`src/rtl/clk_gen_pkg.sv`:
```
// Shared constants and helpers for the multi-channel clock divider.
package clk_gen_pkg;

    localparam int CNT_W_DEF       = 16;
    localparam int DEFAULT_DIV_DEF = 500;

    // Width of a channel index; a single channel still needs a 1-bit port.
    function automatic int ch_idx_w(input int num_ch);
        return (num_ch > 1) ? $clog2(num_ch) : 1;
    endfunction

    // A programmed half-period of 0 runs exactly like 1.
    function automatic logic [31:0] eff_div(input logic [31:0] div);
        return (div == 32'd0) ? 32'd1 : div;
    endfunction

endpackage

```
`src/rtl/clk_div_chan.sv`:
```
// One divider channel: counter, active/shadow half-period, divided clock and tick.
module clk_div_chan
    import clk_gen_pkg::*;
#(
    parameter int CNT_W       = CNT_W_DEF,
    parameter int DEFAULT_DIV = DEFAULT_DIV_DEF
) (
    input  logic             clk,
    input  logic             reset,
    input  logic             en,
    input  logic             restart,
    input  logic             we,
    input  logic [CNT_W-1:0] wdiv,
    output logic             clk_out,
    output logic             tick,
    output logic             pending
);

    localparam logic [CNT_W-1:0] DEF_DIV = CNT_W'(DEFAULT_DIV);

    logic [CNT_W-1:0] count;
    logic [CNT_W-1:0] active;
    logic [CNT_W-1:0] shadow;
    logic [CNT_W-1:0] eff;
    logic             term;

    always_comb begin
        eff  = CNT_W'(eff_div(32'(active)));
        term = (count == eff - CNT_W'(1));
    end

    // New divisors only land on a half-period boundary, on restart, or
    // while stopped, so clk_out never produces a runt phase.
    always_ff @(posedge clk) begin
        if (reset) begin
            count   <= '0;
            clk_out <= 1'b1;
            tick    <= 1'b0;
            active  <= DEF_DIV;
            shadow  <= DEF_DIV;
            pending <= 1'b0;
        end else if (restart) begin
            count   <= '0;
            clk_out <= 1'b1;
            tick    <= 1'b0;
            pending <= 1'b0;
            if (we) begin
                active <= wdiv;
                shadow <= wdiv;
            end else if (pending) begin
                active <= shadow;
            end
        end else if (en) begin
            if (term) begin
                count   <= '0;
                clk_out <= ~clk_out;
                tick    <= ~clk_out;
                pending <= 1'b0;
                if (we) begin
                    active <= wdiv;
                    shadow <= wdiv;
                end else if (pending) begin
                    active <= shadow;
                end
            end else begin
                count <= count + CNT_W'(1);
                tick  <= 1'b0;
                if (we) begin
                    shadow  <= wdiv;
                    pending <= 1'b1;
                end
            end
        end else begin
            tick <= 1'b0;
            if (pending) begin
                active  <= shadow;
                count   <= '0;
                pending <= 1'b0;
            end
            // A write while stopped becomes pending and lands next cycle.
            if (we) begin
                shadow  <= wdiv;
                pending <= 1'b1;
            end
        end
    end

endmodule

```
`src/rtl/clk_gen_multi.sv`:
```
// NUM_CH independent programmable clock dividers sharing one config port.
module clk_gen_multi
    import clk_gen_pkg::*;
#(
    parameter int NUM_CH      = 4,
    parameter int CNT_W       = CNT_W_DEF,
    parameter int DEFAULT_DIV = DEFAULT_DIV_DEF,
    localparam int CH_W       = ch_idx_w(NUM_CH)
) (
    input  logic              clk,
    input  logic              reset,
    input  logic [NUM_CH-1:0] ch_en,
    input  logic              sync_restart,
    input  logic              cfg_we,
    input  logic [CH_W-1:0]   cfg_ch,
    input  logic [CNT_W-1:0]  cfg_div,
    output logic [NUM_CH-1:0] cfg_pending,
    output logic [NUM_CH-1:0] clk_out,
    output logic [NUM_CH-1:0] tick
);

    // cfg_we is a single-cycle strobe with no backpressure: every write is
    // accepted in the cycle it is presented; writes to a channel index at or
    // above NUM_CH match no channel and are dropped.
    logic [NUM_CH-1:0] cfg_hit;

    always_comb begin
        cfg_hit = '0;
        for (int i = 0; i < NUM_CH; i++) begin
            cfg_hit[i] = cfg_we && (int'(cfg_ch) == i);
        end
    end

    for (genvar g = 0; g < NUM_CH; g++) begin : g_chan
        clk_div_chan #(
            .CNT_W       (CNT_W),
            .DEFAULT_DIV (DEFAULT_DIV)
        ) u_chan (
            .clk     (clk),
            .reset   (reset),
            .en      (ch_en[g]),
            .restart (sync_restart),
            .we      (cfg_hit[g]),
            .wdiv    (cfg_div),
            .clk_out (clk_out[g]),
            .tick    (tick[g]),
            .pending (cfg_pending[g])
        );
    end

endmodule

```
`config.mk`:
```
export PLATFORM = sky130hd
export DESIGN_NAME = clk_gen_multi
export DESIGN_NICKNAME = d
export VERILOG_FILES = /design/src/rtl/clk_gen_pkg.sv /design/src/rtl/clk_div_chan.sv /design/src/rtl/clk_gen_multi.sv
export SDC_FILE = /design/constraint.sdc
export NUM_CORES = 1
export LEC_CHECK = 0
export CORE_MARGIN = 1
export CORE_UTILIZATION = 65
export CTS_CLUSTER_SIZE = 16
export DETAILED_ROUTE_END_ITERATION = 10
export DONT_BUFFER_PORTS = 1
export PLACE_DENSITY = 0.86
export SLEW_MARGIN = 10
export SYNTH_ARGS = -nofsm -noshare
export SYNTH_HDL_FRONTEND = slang
export SYNTH_HIERARCHICAL = 1
export SYNTH_SLANG_ARGS = --single-unit
```
`constraint.sdc`:
```
create_clock -name clk -period 6.4 [get_ports clk]
set_input_delay 0.64 -clock clk [delete_from_list [all_inputs] [get_ports clk]]
set_output_delay 0.64 -clock clk [all_outputs]
set_load 0.01 [all_outputs]
```
==> reports/results.txt <==
Max-cap violations in this run came to 0. From left edge to right edge, the die measures 138.9 µm. The largest area contributor in the netlist was dfxtp_1. For the worst setup path, the data required time is 6.78 ns. The number of endpoints failing setup at the final stage is 0, and the CTS buffer count is 23.

Final worst setup slack: 2.365 ns. The worst setup path is captured at a register. Among the stages of the critical path, the cell type that occurs most often is nor2_1. The synthesized netlist contains 70 unique library cells.

The worst-case IR drop observed on VDD is 0.2399 mV. During synthesis, Yosys emitted a total of 6 warnings. The minimum clock period is 4.035 ns. In this run the standard cell core region covers 18150 µm². The total routing resource utilization after global routing is 28.78%. After legalization and detailed placement, the total HPWL measured 18130 µm.

The post-cts hold buffer count was 0. Port buffering added 0 buffers. The buffers plus inverters on the worst setup path was 0; the wire length of the first global-routing pass was 46530 µm. The number of antenna violations at the first check in global routing was 0. Summed over all layers, the routed wires come to 28100 µm. The max-slew violation total from the final report is 0, and the count of nets after finishing is 1398. The clock transition at the register clock pins on the worst setup and hold paths after CTS came out at 0.06 ns.

For the number of global-route vias before repair, the log shows 9559. Derived from the worst setup path, the maximum achievable clock frequency is 247.8 MHz. Yosys mapped a number of flops with a built-in enable equal to 0. The cell area that synthesis handed to floorplanning was 12170 µm². For the pin count of the biggest net entering global routing, the log shows 199. The highest cell delay on the worst timing path is 0.75 ns. The average footprint of a synthesized cell is 8.478 µm², and the worst-case clock skew is 0.02334 ns. The tools report the clock sink count as 204. The power per cell area was 228.8 nW/µm².

The cell with the most instances after synthesis is nor2_1. In the final routed layout, each cell accounts on average for 17.51 µm. Before CTS, the worst setup slack after placement is 2.450 ns.

The number of failing hold endpoints at the final stage is 0, and the number of vias in the routed layout is 10190. In this run the biggest area consumer among cell types represents 33.55% of the synthesized area. The tools report the depth of the CTS H-tree as 1. Sorting the synthesized cells by area gives the leading types as dfxtp_1 34%, mux2i_1 12%, nor2_1 7.6%.

Once the clock tree was built, the setup fixing pass inserted 0 buffers. The final cycle utilization of the critical path came out at 63.05%. The slowest stage of the critical path is the nor4_1 cell.

TritonCTS built the clock tree. Clock latency of the later-clocked register in the worst-skew pair: 0.52 ns. No sink is reached through more buffers than the 3 on the longest clock path.

At the pin with the least slew margin, the transition time is 1.211 ns. The number of vias per cell after detailed routing was 6.351. In this run the remaining antenna-violating nets after routing total 0. The worst pin sits at a relative slew slack of 19.26%. The signal on the critical path passes through nor4_1, a41oi_1, ha_1, or3b_2, nor2_1, a211o_1, a221o_1, or4_1, o211ai_4, nor2_1. Counting every net in the synthesized netlist gives 1470. The die covers 19280 µm².

After floorplanning, the core was divided into 49 placement rows. Counting instances in the post-synthesis netlist gives the leading cell types as 246 x nor2_1, 204 x dfxtp_1, 152 x mux2i_1. Of all nets on the critical path, the largest fanout is 14.

Post-synthesis async set-or-reset flop share: 0%. For this configuration, the core starts out at a cell density of 67.08%. Gates resized during post-CTS repair numbered 0. The floorplan step set the die height to 138.9 µm. Leakage power: 4.397 nW. Element type at the critical path start: a register. Among all flip-flop cells after synthesis, the most frequent one is dfxtp_1. The tools report the count of mapped cells out of synthesis as 1436. The number of antenna diodes in the final layout is 0.

The number of primary I/O pins was 38. The final reports fail on DRC. Adding up every negative setup slack in the final design gives 0 ns. For this block, the initial DRC count from the detailed router was 815. The post-route netlist has 6.105% of its cells at a drive strength greater than 1.

The run finished, with violations left. Setup repair after global routing left no endpoint under its margin. The area growth from synthesis to layout was 5.406%; the number of optimization iterations in the first detailed-route pass was 8.

The tools report the share of synthesized area occupied by flip-flops and latches as 33.55%. The worst setup path is of the register to register kind. The cell chosen for the clock root was clkbuf_16.

In the routed design, unresolved DRC markers number 3. At the end of routability-driven placement, the weighted congestion stood at 0.9340. Summed over all layers, the global routing overflow is 0.

Cells fill 70.71% of the core in the end. The tools report the data arrival time of the critical path as 4.41 ns. The number of synthesized register bits came out at 204. The kind of cell with the highest combined delay along the critical path is simple AND/OR/NAND/NOR gates.

The min-delay analysis places its worst path in the category input port to register. Hold timing on the final database bottoms out at a slack of 0.2385 ns.
through the flow:
step	power (mW)	instances	area, µm²
after floorplan	1.594	1436	12170
after global placement	1.599	1568	12060
after detailed placement	1.610	1568	12060
after CTS	2.951	1605	12820
after global routing	3.034	1605	12830
final	2.936	1605	12830
routing by layer:
layer,share of wire [%],track usage (%),up-vias
met2,49,50.51,263
met5,0,0,-
li1,-,-,4975
met4,2.1,8.012,0
met3,4.7,3.833,46
met1,45,36.99,4909
sequential cells by signal, indices dropped and copies added, names as in the netlist:
signal and count:
g_chan.u_chan/pending 4, g_chan.u_chan/shadow 64, g_chan.u_chan/count 64, g_chan.u_chan/clk_out 4
g_chan.u_chan/tick 4, g_chan.u_chan/active 64
path summary, 6_finish.rpt:
| path | from | end | slack, ns | cells after the start |
|---|---|---|---|---|
| max | g_chan[1].u_chan/active[12] | g_chan[1].u_chan/count[3] | 2.36 | 10 |
| min | cfg_div[2] | g_chan[0].u_chan/shadow[2] | 0.24 | 1 |
| max reg2reg | g_chan[1].u_chan/active[12] | g_chan[1].u_chan/count[3] | 2.36 | 10 |
| min reg2reg | g_chan[1].u_chan/shadow[1] | g_chan[1].u_chan/shadow[1] | 0.50 | 2 |
cell families (layout without fill, tap and decap cells):
group / count (synthesis) / count (layout) / synth area share (%)
AND/OR/NAND/NOR: 546 / 546 / 22.38
AO/OA/AOI/OAI: 254 / 254 / 16.14
adder cells (fa/ha/maj): 8 / 8 / 0.8222
buffers and inverters: 148 / 88 / 5.365
multiplexers: 154 / 154 / 12.68
flip-flops: 204 / 204 / 33.55
XOR/XNOR: 122 / 122 / 9.065
power breakdown:
group	total [mW]	switching, mW	leakage, nW	internal [mW]
Combinational	0.240	0.128	2.37	0.112
Sequential	1.35	0.0427	1.66	1.31
Clock	1.35	0.516	0.375	0.832
Total	2.94	0.687	4.40	2.25
layout by cell type (no fill, tap or decap), drive strengths merged, types with 11 or more instances in the layout:
| master | synthesis | routed |
|---|---|---|
| or4 | 14 | 14 |
| clkbuf | 76 | 32 |
| nand4 | 26 | 26 |
| nor2b | 30 | 30 |
| mux2i | 152 | 152 |
| dfxtp | 204 | 204 |
| xnor2 | 36 | 36 |
| xor2 | 84 | 84 |
| nor3 | 46 | 46 |
| or3 | 14 | 14 |
| a211o | 48 | 48 |
| nor4 | 22 | 22 |
| o21a | 14 | 14 |
| nor2 | 246 | 246 |
| buf | 32 | 11 |
| o21ai | 42 | 42 |
| nand2 | 46 | 46 |
| nand2b | 20 | 20 |
| o41ai | 22 | 22 |
| a21oi | 34 | 34 |
| nand3 | 34 | 34 |
| and3 | 19 | 19 |
| inv | 40 | 41 |
| a211oi | 26 | 26 |
| o211ai | 12 | 12 |
final cells by class:
type	instances	area, µm²
Clock buffer	32	659.4
Tap cell	229	286.5
Sequential cell	204	4084
Multi-Input combinational cell	1084	7466
Fill cell	1415	5315
Inverter	40	150.1
Clock inverter	5	103.9
Timing Repair Buffer	11	82.58
Power figures use the tool's default switching activity.
